**src/rtl/spi_master_ctrl.sv**
```systemverilog
// SPI mode-0 master: one frame per accepted start, registered cs_bar/sclk/mosi, done pulse with rx_data.
// Define SPI_LSB_FIRST_EN to shift LSB first on both mosi and miso; timing is identical either way.
module spi_master_ctrl #(
  parameter int DATA_W   = 8,
  parameter int DIV_BASE = 1
) (
  input  logic              clk,
  input  logic              rst_n,
  input  logic [1:0]        freq_control,
  input  logic              start,
  input  logic [DATA_W-1:0] tx_data,
  input  logic              miso,
  output logic              cs_bar,
  output logic              sclk,
  output logic              mosi,
  output logic              busy,
  output logic              done,
  output logic [DATA_W-1:0] rx_data
);
  localparam int CNT_W = DIV_BASE + 4;
  localparam int BIT_W = $clog2(DATA_W);
  localparam logic [BIT_W-1:0] LAST_BIT = BIT_W'(DATA_W - 1);

  localparam logic [2:0] S_IDLE  = 3'd0;
  localparam logic [2:0] S_SETUP = 3'd1;
  localparam logic [2:0] S_XFER  = 3'd2;
  localparam logic [2:0] S_HOLD  = 3'd3;
  localparam logic [2:0] S_GAP   = 3'd4;

  logic [2:0]        state_q, state_d;
  logic [CNT_W-1:0]  cnt_q, cnt_d;
  logic [CNT_W-1:0]  hmax_q, hmax_d;
  logic [BIT_W-1:0]  bit_q, bit_d;
  logic [DATA_W-1:0] tx_q, tx_d;
  logic [DATA_W-1:0] rx_q, rx_d;
  logic [DATA_W-1:0] rx_data_q, rx_data_d;
  logic              cs_bar_q, cs_bar_d;
  logic              sclk_q, sclk_d;
  logic              mosi_q, mosi_d;
  logic              busy_q, busy_d;
  logic              done_q, done_d;

  logic              phase_end;
  logic              tx_first;
  logic              mosi_next;
  logic [DATA_W-1:0] tx_shift;
  logic [DATA_W-1:0] rx_next;

`ifdef SPI_LSB_FIRST_EN
  assign tx_first  = tx_data[0];
  assign mosi_next = tx_q[1];
  assign tx_shift  = tx_q >> 1;
  assign rx_next   = {miso, rx_q[DATA_W-1:1]};
`else
  assign tx_first  = tx_data[DATA_W-1];
  assign mosi_next = tx_q[DATA_W-2];
  assign tx_shift  = tx_q << 1;
  assign rx_next   = {rx_q[DATA_W-2:0], miso};
`endif

  // cnt_q counts clk cycles within the current half-period; hmax_q = H-1 latched at start
  assign phase_end = (cnt_q == hmax_q);

  always_comb begin
    state_d   = state_q;
    cnt_d     = cnt_q + CNT_W'(1);
    hmax_d    = hmax_q;
    bit_d     = bit_q;
    tx_d      = tx_q;
    rx_d      = rx_q;
    rx_data_d = rx_data_q;
    cs_bar_d  = cs_bar_q;
    sclk_d    = sclk_q;
    mosi_d    = mosi_q;
    busy_d    = busy_q;
    done_d    = 1'b0;
    case (state_q)
      S_IDLE: begin
        cnt_d = '0;
        if (start) begin
          state_d  = S_SETUP;
          hmax_d   = (CNT_W'(1) << (DIV_BASE + int'(freq_control))) - CNT_W'(1);
          tx_d     = tx_data;
          mosi_d   = tx_first;
          cs_bar_d = 1'b0;
          busy_d   = 1'b1;
          bit_d    = '0;
        end
      end
      S_SETUP: begin
        if (phase_end) begin
          state_d = S_XFER;
          cnt_d   = '0;
          sclk_d  = 1'b1;
          rx_d    = rx_next;
        end
      end
      S_XFER: begin
        if (phase_end) begin
          cnt_d = '0;
          if (sclk_q) begin
            sclk_d = 1'b0;
            if (bit_q == LAST_BIT) begin
              state_d = S_HOLD;
            end else begin
              tx_d   = tx_shift;
              mosi_d = mosi_next;
              bit_d  = bit_q + BIT_W'(1);
            end
          end else begin
            sclk_d = 1'b1;
            rx_d   = rx_next;
          end
        end
      end
      S_HOLD: begin
        if (phase_end) begin
          state_d   = S_GAP;
          cnt_d     = '0;
          cs_bar_d  = 1'b1;
          done_d    = 1'b1;
          rx_data_d = rx_q;
        end
      end
      S_GAP: begin
        if (phase_end) begin
          state_d = S_IDLE;
          cnt_d   = '0;
          busy_d  = 1'b0;
          mosi_d  = 1'b0;
        end
      end
      default: begin
        state_d = S_IDLE;
        cnt_d   = '0;
      end
    endcase
  end

  always_ff @(posedge clk or negedge rst_n) begin
    if (!rst_n) begin
      state_q   <= S_IDLE;
      cnt_q     <= '0;
      hmax_q    <= '0;
      bit_q     <= '0;
      tx_q      <= '0;
      rx_q      <= '0;
      rx_data_q <= '0;
      cs_bar_q  <= 1'b1;
      sclk_q    <= 1'b0;
      mosi_q    <= 1'b0;
      busy_q    <= 1'b0;
      done_q    <= 1'b0;
    end else begin
      state_q   <= state_d;
      cnt_q     <= cnt_d;
      hmax_q    <= hmax_d;
      bit_q     <= bit_d;
      tx_q      <= tx_d;
      rx_q      <= rx_d;
      rx_data_q <= rx_data_d;
      cs_bar_q  <= cs_bar_d;
      sclk_q    <= sclk_d;
      mosi_q    <= mosi_d;
      busy_q    <= busy_d;
      done_q    <= done_d;
    end
  end

  assign cs_bar  = cs_bar_q;
  assign sclk    = sclk_q;
  assign mosi    = mosi_q;
  assign busy    = busy_q;
  assign done    = done_q;
  assign rx_data = rx_data_q;
endmodule
```
**config.mk**
```make
export PLATFORM = sky130hd
export DESIGN_NAME = spi_master_ctrl
export DESIGN_NICKNAME = d
export VERILOG_FILES = /design/src/rtl/spi_master_ctrl.sv
export SDC_FILE = /design/constraint.sdc
export NUM_CORES = 1
export LEC_CHECK = 0
export ABC_CLOCK_PERIOD_IN_PS = 2200
export CELL_PAD_IN_SITES_DETAIL_PLACEMENT = 0
export CELL_PAD_IN_SITES_GLOBAL_PLACEMENT = 1
export CORE_UTILIZATION = 41
export CTS_BUF_LIST = sky130_fd_sc_hd__clkbuf_2
export DETAILED_ROUTE_END_ITERATION = 10
export HOLD_SLACK_MARGIN = 0.12
export PLACE_DENSITY = 0.79
export SYNTH_ARGS = -nofsm -noshare
export SYNTH_HDL_FRONTEND = slang
export SYNTH_SLANG_ARGS = --single-unit
```
**constraint.sdc**
```tcl
create_clock -name clk -period 2.2 [get_ports clk]
set_input_delay 0.55 -clock clk [delete_from_list [all_inputs] [get_ports clk]]
set_output_delay 0.55 -clock clk [all_outputs]
set_load 0.03 [all_outputs]
```
# Word level (Yosys, flattened, before mapping)
# Index checks and enable logic that the tools add are counted.
totals:
  register_bits: 44
  word_cells: 88
  in_bits: 14
op_classes:
  shift: 1
  eq_ne: 15
  n_addsub: 4
  n_mux: 40
  n_reduce_logical: 16
op_table:
  columns: ["op", "count"]
  rows:
  - ["two-way mux 3 bit", 11]
  - ["two-way mux 7 bit", 4]
  - ["two-way mux 8 bit", 3]
  - ["!= test 2 bit, second input constant", 9]
  - ["one-hot mux 8 bit (2 select lines)", 1]
  - ["one-hot mux 3 bit (5 select lines)", 1]
  - ["one-hot mux 7 bit (2 select lines)", 1]
  - ["two-way mux 1 bit", 12]
  - ["two-way mux 5 bit", 2]
  - ["AND reduction 3 bit", 3]
  - ["nonzero test 2 bit", 4]
  - ["AND reduction 7 bit", 1]
  - ["equality test 3 x 2 -> 1 bit, second input constant", 2]
  - ["equality test 3 bit, second input constant", 2]
  - ["one-hot mux 1 bit (2 select lines)", 3]
  - ["one-hot mux 3 bit (2 select lines)", 1]
  - ["AND reduction 6 bit", 1]
  - ["adder 5 x 1 -> 5 bit, second input constant", 1]
  - ["equality test 5 bit", 1]
  - ["AND reduction 5 bit", 1]
  - ["<< shifter 1 x 3 -> 5 bit, first input constant", 1]
  - ["subtractor 5 x 2 -> 5 bit, second input constant", 1]
  - ["AND reduction 2 bit", 2]
  - ["AND reduction 4 bit", 1]
  - ["7 further kinds", 7]

# Depth between registers and ports, before layout
depth:
  ltp_word: 5
  depth_mapped: 7
  depth_no_buf: 6

# Least setup slack after synthesis
# Ideal clock, no wire load.
synth_path:
  kind: "register to register"
  startpoint: "register cnt_q[0]"
  endpoint: "register rx_q[0]"
  path_stages_with_launch: 8
  slack_ns: 0.156
  arrival_ns: 1.919
  setup_time_ns: 0.125
  period_less_slack_ns: 2.044
  path_cell_list: "dfrtp_1 -> xnor2_1 -> nand3_1 -> or3_1 -> buf_6 -> or3_4 -> buf_6 -> mux2_4"
synth_via:
  elab_chain_len: 3
  word_cells_on_any_way: 4
synth_rtl:
  columns: ["element", "line_no", "rtl"]
  rows:
  - ["start, declared", "31", "logic [CNT_W-1:0] cnt_q, cnt_d;"]
  - ["start signal, assigned", "156", "cnt_q <= cnt_d;"]
  - ["equality test 5 bit *", "62", "assign phase_end = (cnt_q == hmax_q);"]
  - ["!= test 2 bit (no line)", null, null]
  - ["AND reduction 4 bit (no line) *", null, null]
  - ["end signal, assigned", "160", "rx_q <= rx_d;"]
  - ["end, declared", "35", "logic [DATA_W-1:0] rx_q, rx_d;"]
# Mark *: on every way between the ends. The rest lies on a longest branch, timed or not.
# A chain may end at the register's enable or synchronous reset.

# Final worst setup path
layout_path:
  startpoint: "register cnt_q[3]"
  endpoint: "register rx_q[2]"
# The elaborated chain is that of the path after synthesis.

==> flow_summary.json <==
{
  "status": "complete, but fails checks",
  "violations": "design-rule violations",
  "globalplace.congestion": 0.828,
  "cts_hold_buf": 0,
  "ff2ff_path_depth": 5,
  "synth_common_cells": "dfrtp_1, mux2_2, nor2_1, nand2_1, mux2_4",
  "root_buffer": "clkbuf_2",
  "synth_top_area_share_pct": 53.5,
  "cts_buffers": 5,
  "setup_violations": 0,
  "tightestPinTransition_ns": 0.596,
  "drt_iter0_markers": 83,
  "cp_data_arrival_time_ns": 2.39,
  "synth_compound_area_share_pct": 4.58,
  "min_period_ns": 2.09,
  "synth_fa_ha_area_share_pct": 1.91,
  "wirelength_um": 3470,
  "syn_to_final_growth_pct": 19.8,
  "dpl_cell_area_um2": 2310,
  "synth.most_common_cell": "dfrtp_1",
  "cp-end-kind": "register",
  "worstPathCellList": "xnor2_1 -> nand3_1 -> or3_1 -> or3_4 -> mux2_4",
  "vias": 1253,
  "rsz0062_at_grt": "no",
  "synthSimpleGateAreaFrac_pct": 10.4,
  "hold_violations": 0,
  "clock_path_buffers": 2,
  "grt_max_degree": 44,
  "floorplan.die_area_um2": 5080,
  "ys.flop_type": "dfrtp_1",
  "cts.clk_slew.worst_paths_ns": 0.22,
  "hpwl_um": 2500,
  "drive_above_1_share_pct": 25.9,
  "cts_tree": "done",
  "synth_area_um2": 1970,
  "ios": 27,
  "finalCritPeriodShare_pct": 95.1,
  "hp-class": "in -> async",
  "synth.area.mux_share_pct": 21.9,
  "crit_type": "reg -> reg",
  "core_um2": 4470,
  "diodes": 0,
  "final_cell_area_um2": 2350,
  "grt_overflow": 0,
  "postCtsSetupBuffers": 0,
  "viasPerCell": 5.11,
  "ys_seq_area_share_pct": 54.8,
  "cp_data_required_time_ns": 2.50,
  "fmaxAchievable_mhz": 478,
  "layout.nets": 209,
  "drt.antenna.violating_nets": 0,
  "cellLeakagePower_nw": 1.11,
  "cap_violations": 0,
  "synth.area.top_cells": "dfrtp_1, mux2_2, mux2_4",
  "synth_top_family_by_area": "multiplexers",
  "cts_resized": 1,
  "ys_types": 28,
  "drt_first_pass_iters": 7,
  "crit_path_max_fanout": 8,
  "synth_xor_area_share_pct": 3.12,
  "grt_pass1_wl_um": 5960,
  "start_util_pct": 43.9,
  "async_flop_share_pct": 100,
  "power_density_nw_per_um2": 1300,
  "max_slew_margin_pct": 59.8,
  "power_mw": 3.06,
  "cts_num_sinks": 43,
  "cpLargestDelayFamily": "simple AND/OR/NAND/NOR gates",
  "cp-start-kind": "register",
  "synth_area_per_cell_um2": 12.4,
  "slowest_delay_ns": 0.50,
  "routedWlPerCell_um": 14.2,
  "antenna_found_initial": 0,
  "nFillCells": 396,
  "cp.depth": 5,
  "synth-seq-cells": 43,
  "slowest_stage": "or3_4",
  "ctsHtreeMaxLevel": 2,
  "insertion_delay_ns": 0.39,
  "die_x_um": 71.2,
  "finClkSkew_ns": 0.0247,
  "synth_nets": 176,
  "rows": 24,
  "synth_cells": 159,
  "vdd_ir_drop_max_v": 0.000588,
  "fin_ws_ns": 0.109,
  "yosys.area.top_type": "dfrtp_1",
  "chipHeight_um": 71.2,
  "grt_pass1_vias": 1274,
  "grt_use_total_pct": 15.3,
  "crit_buf_inv": 0,
  "place_ws_ns": -0.0239,
  "drc": 2,
  "synth_edf_count": 0,
  "finalMaxSlewViolations": 0,
  "yosys_warnings": 0,
  "portBuffers": 26
}
## power breakdown
part | switching, mW | internal, mW
clock | 0.246 | 0.0709
combinational | 0.653 | 0.736
sequential | 0.244 | 1.11
## cells by family (layout without fill, tap and decap cells)
kind of cell,count (synthesis),after routing
AND/OR/NAND/NOR,44,44
flip-flops,43,43
multiplexers,36,36
AO/OA/AOI/OAI,13,13
buffers and inverters,13,47
XOR/XNOR,7,7
adder cells (fa/ha/maj),3,3
## cell usage in the layout (no fill, tap or decap), types with 3 or more instances in the layout
cell             netlist  routed
ha_1                   3       3
dfrtp_1               42      42
clkdlybuf4s50_1        0      23
mux2_2                24      24
nor2_1                16      16
nor2b_1                3       3
clkbuf_2               0       5
xor2_1                 3       3
nand2_1               12      12
inv_1                  5       5
buf_4                  0       7
mux2_4                 8       8
nand3_1                5       5
xnor2_1                4       4
mux2i_1                4       4
o21ai_0                6       6
## flip-flops by register name, indices dropped and copies added (netlist names)
register and flops:
hmax_q 4, done 1, bit_q 3, cs_bar 1
rx_q 8, busy 1, state_q 3, mosi 1
rx_data 8, cnt_q 5, sclk 1, tx_q 7
## routing by layer
layer	share of wire, %	global-route usage, %
met2	47	23.8
met5	0	0
met3	3.7	3.52
met4	1.6	6.89
met1	48	20.4
## cell type report
class	count	area, µm²	share of cell area (%)
clock buffer	5	25.0	1.06
timing repair buffer	34	329	14.0
tap	52	65.1	2.76
clock inverter	3	15.0	0.638
multi-input combinational	103	825	35.0
inverter	5	18.8	0.797
sequential	43	1080	45.7
## worst register-to-register path, cell delays in order, from the launching register on
cell,delay [ns]
dfrtp_1,0.45
xnor2_1,0.17
nand3_1,0.11
or3_1,0.46
or3_4,0.50
mux2_4,0.33
## path summary, 6_finish.rpt
path / start / slack (ns) / endpoint
setup / recovery: cnt_q[3]$_DFF_PN0_ / 0.11 / rx_q[2]$_DFFE_PN0P_
hold / removal: rst_n / 0.17 / mosi$_DFFE_PN0P_
setup reg to reg: cnt_q[3]$_DFF_PN0_ / 0.11 / rx_q[2]$_DFFE_PN0P_
hold reg to reg: cs_bar$_DFFE_PN1P_ / 0.47 / cs_bar$_DFFE_PN1P_
max in group asynchronous: rst_n / 1.62 / cs_bar$_DFFE_PN1P_
min in group clk: cs_bar$_DFFE_PN1P_ / 0.47 / cs_bar$_DFFE_PN1P_
## metrics by stage
stage | hold WS [ns] | instances | utilization (%) | TNS, ns
floorplan | 0.254 | 159 | - | 0
global placement | 0.449 | 237 | 51.7 | -0.0323
detailed placement | 0.456 | 237 | 51.7 | -0.0239
CTS | 0.167 | 245 | 52.6 | 0
global route | 0.172 | 245 | 52.6 | 0
finish | 0.175 | 245 | 52.6 | 0
Note: power is estimated with default switching activity, not from simulation.
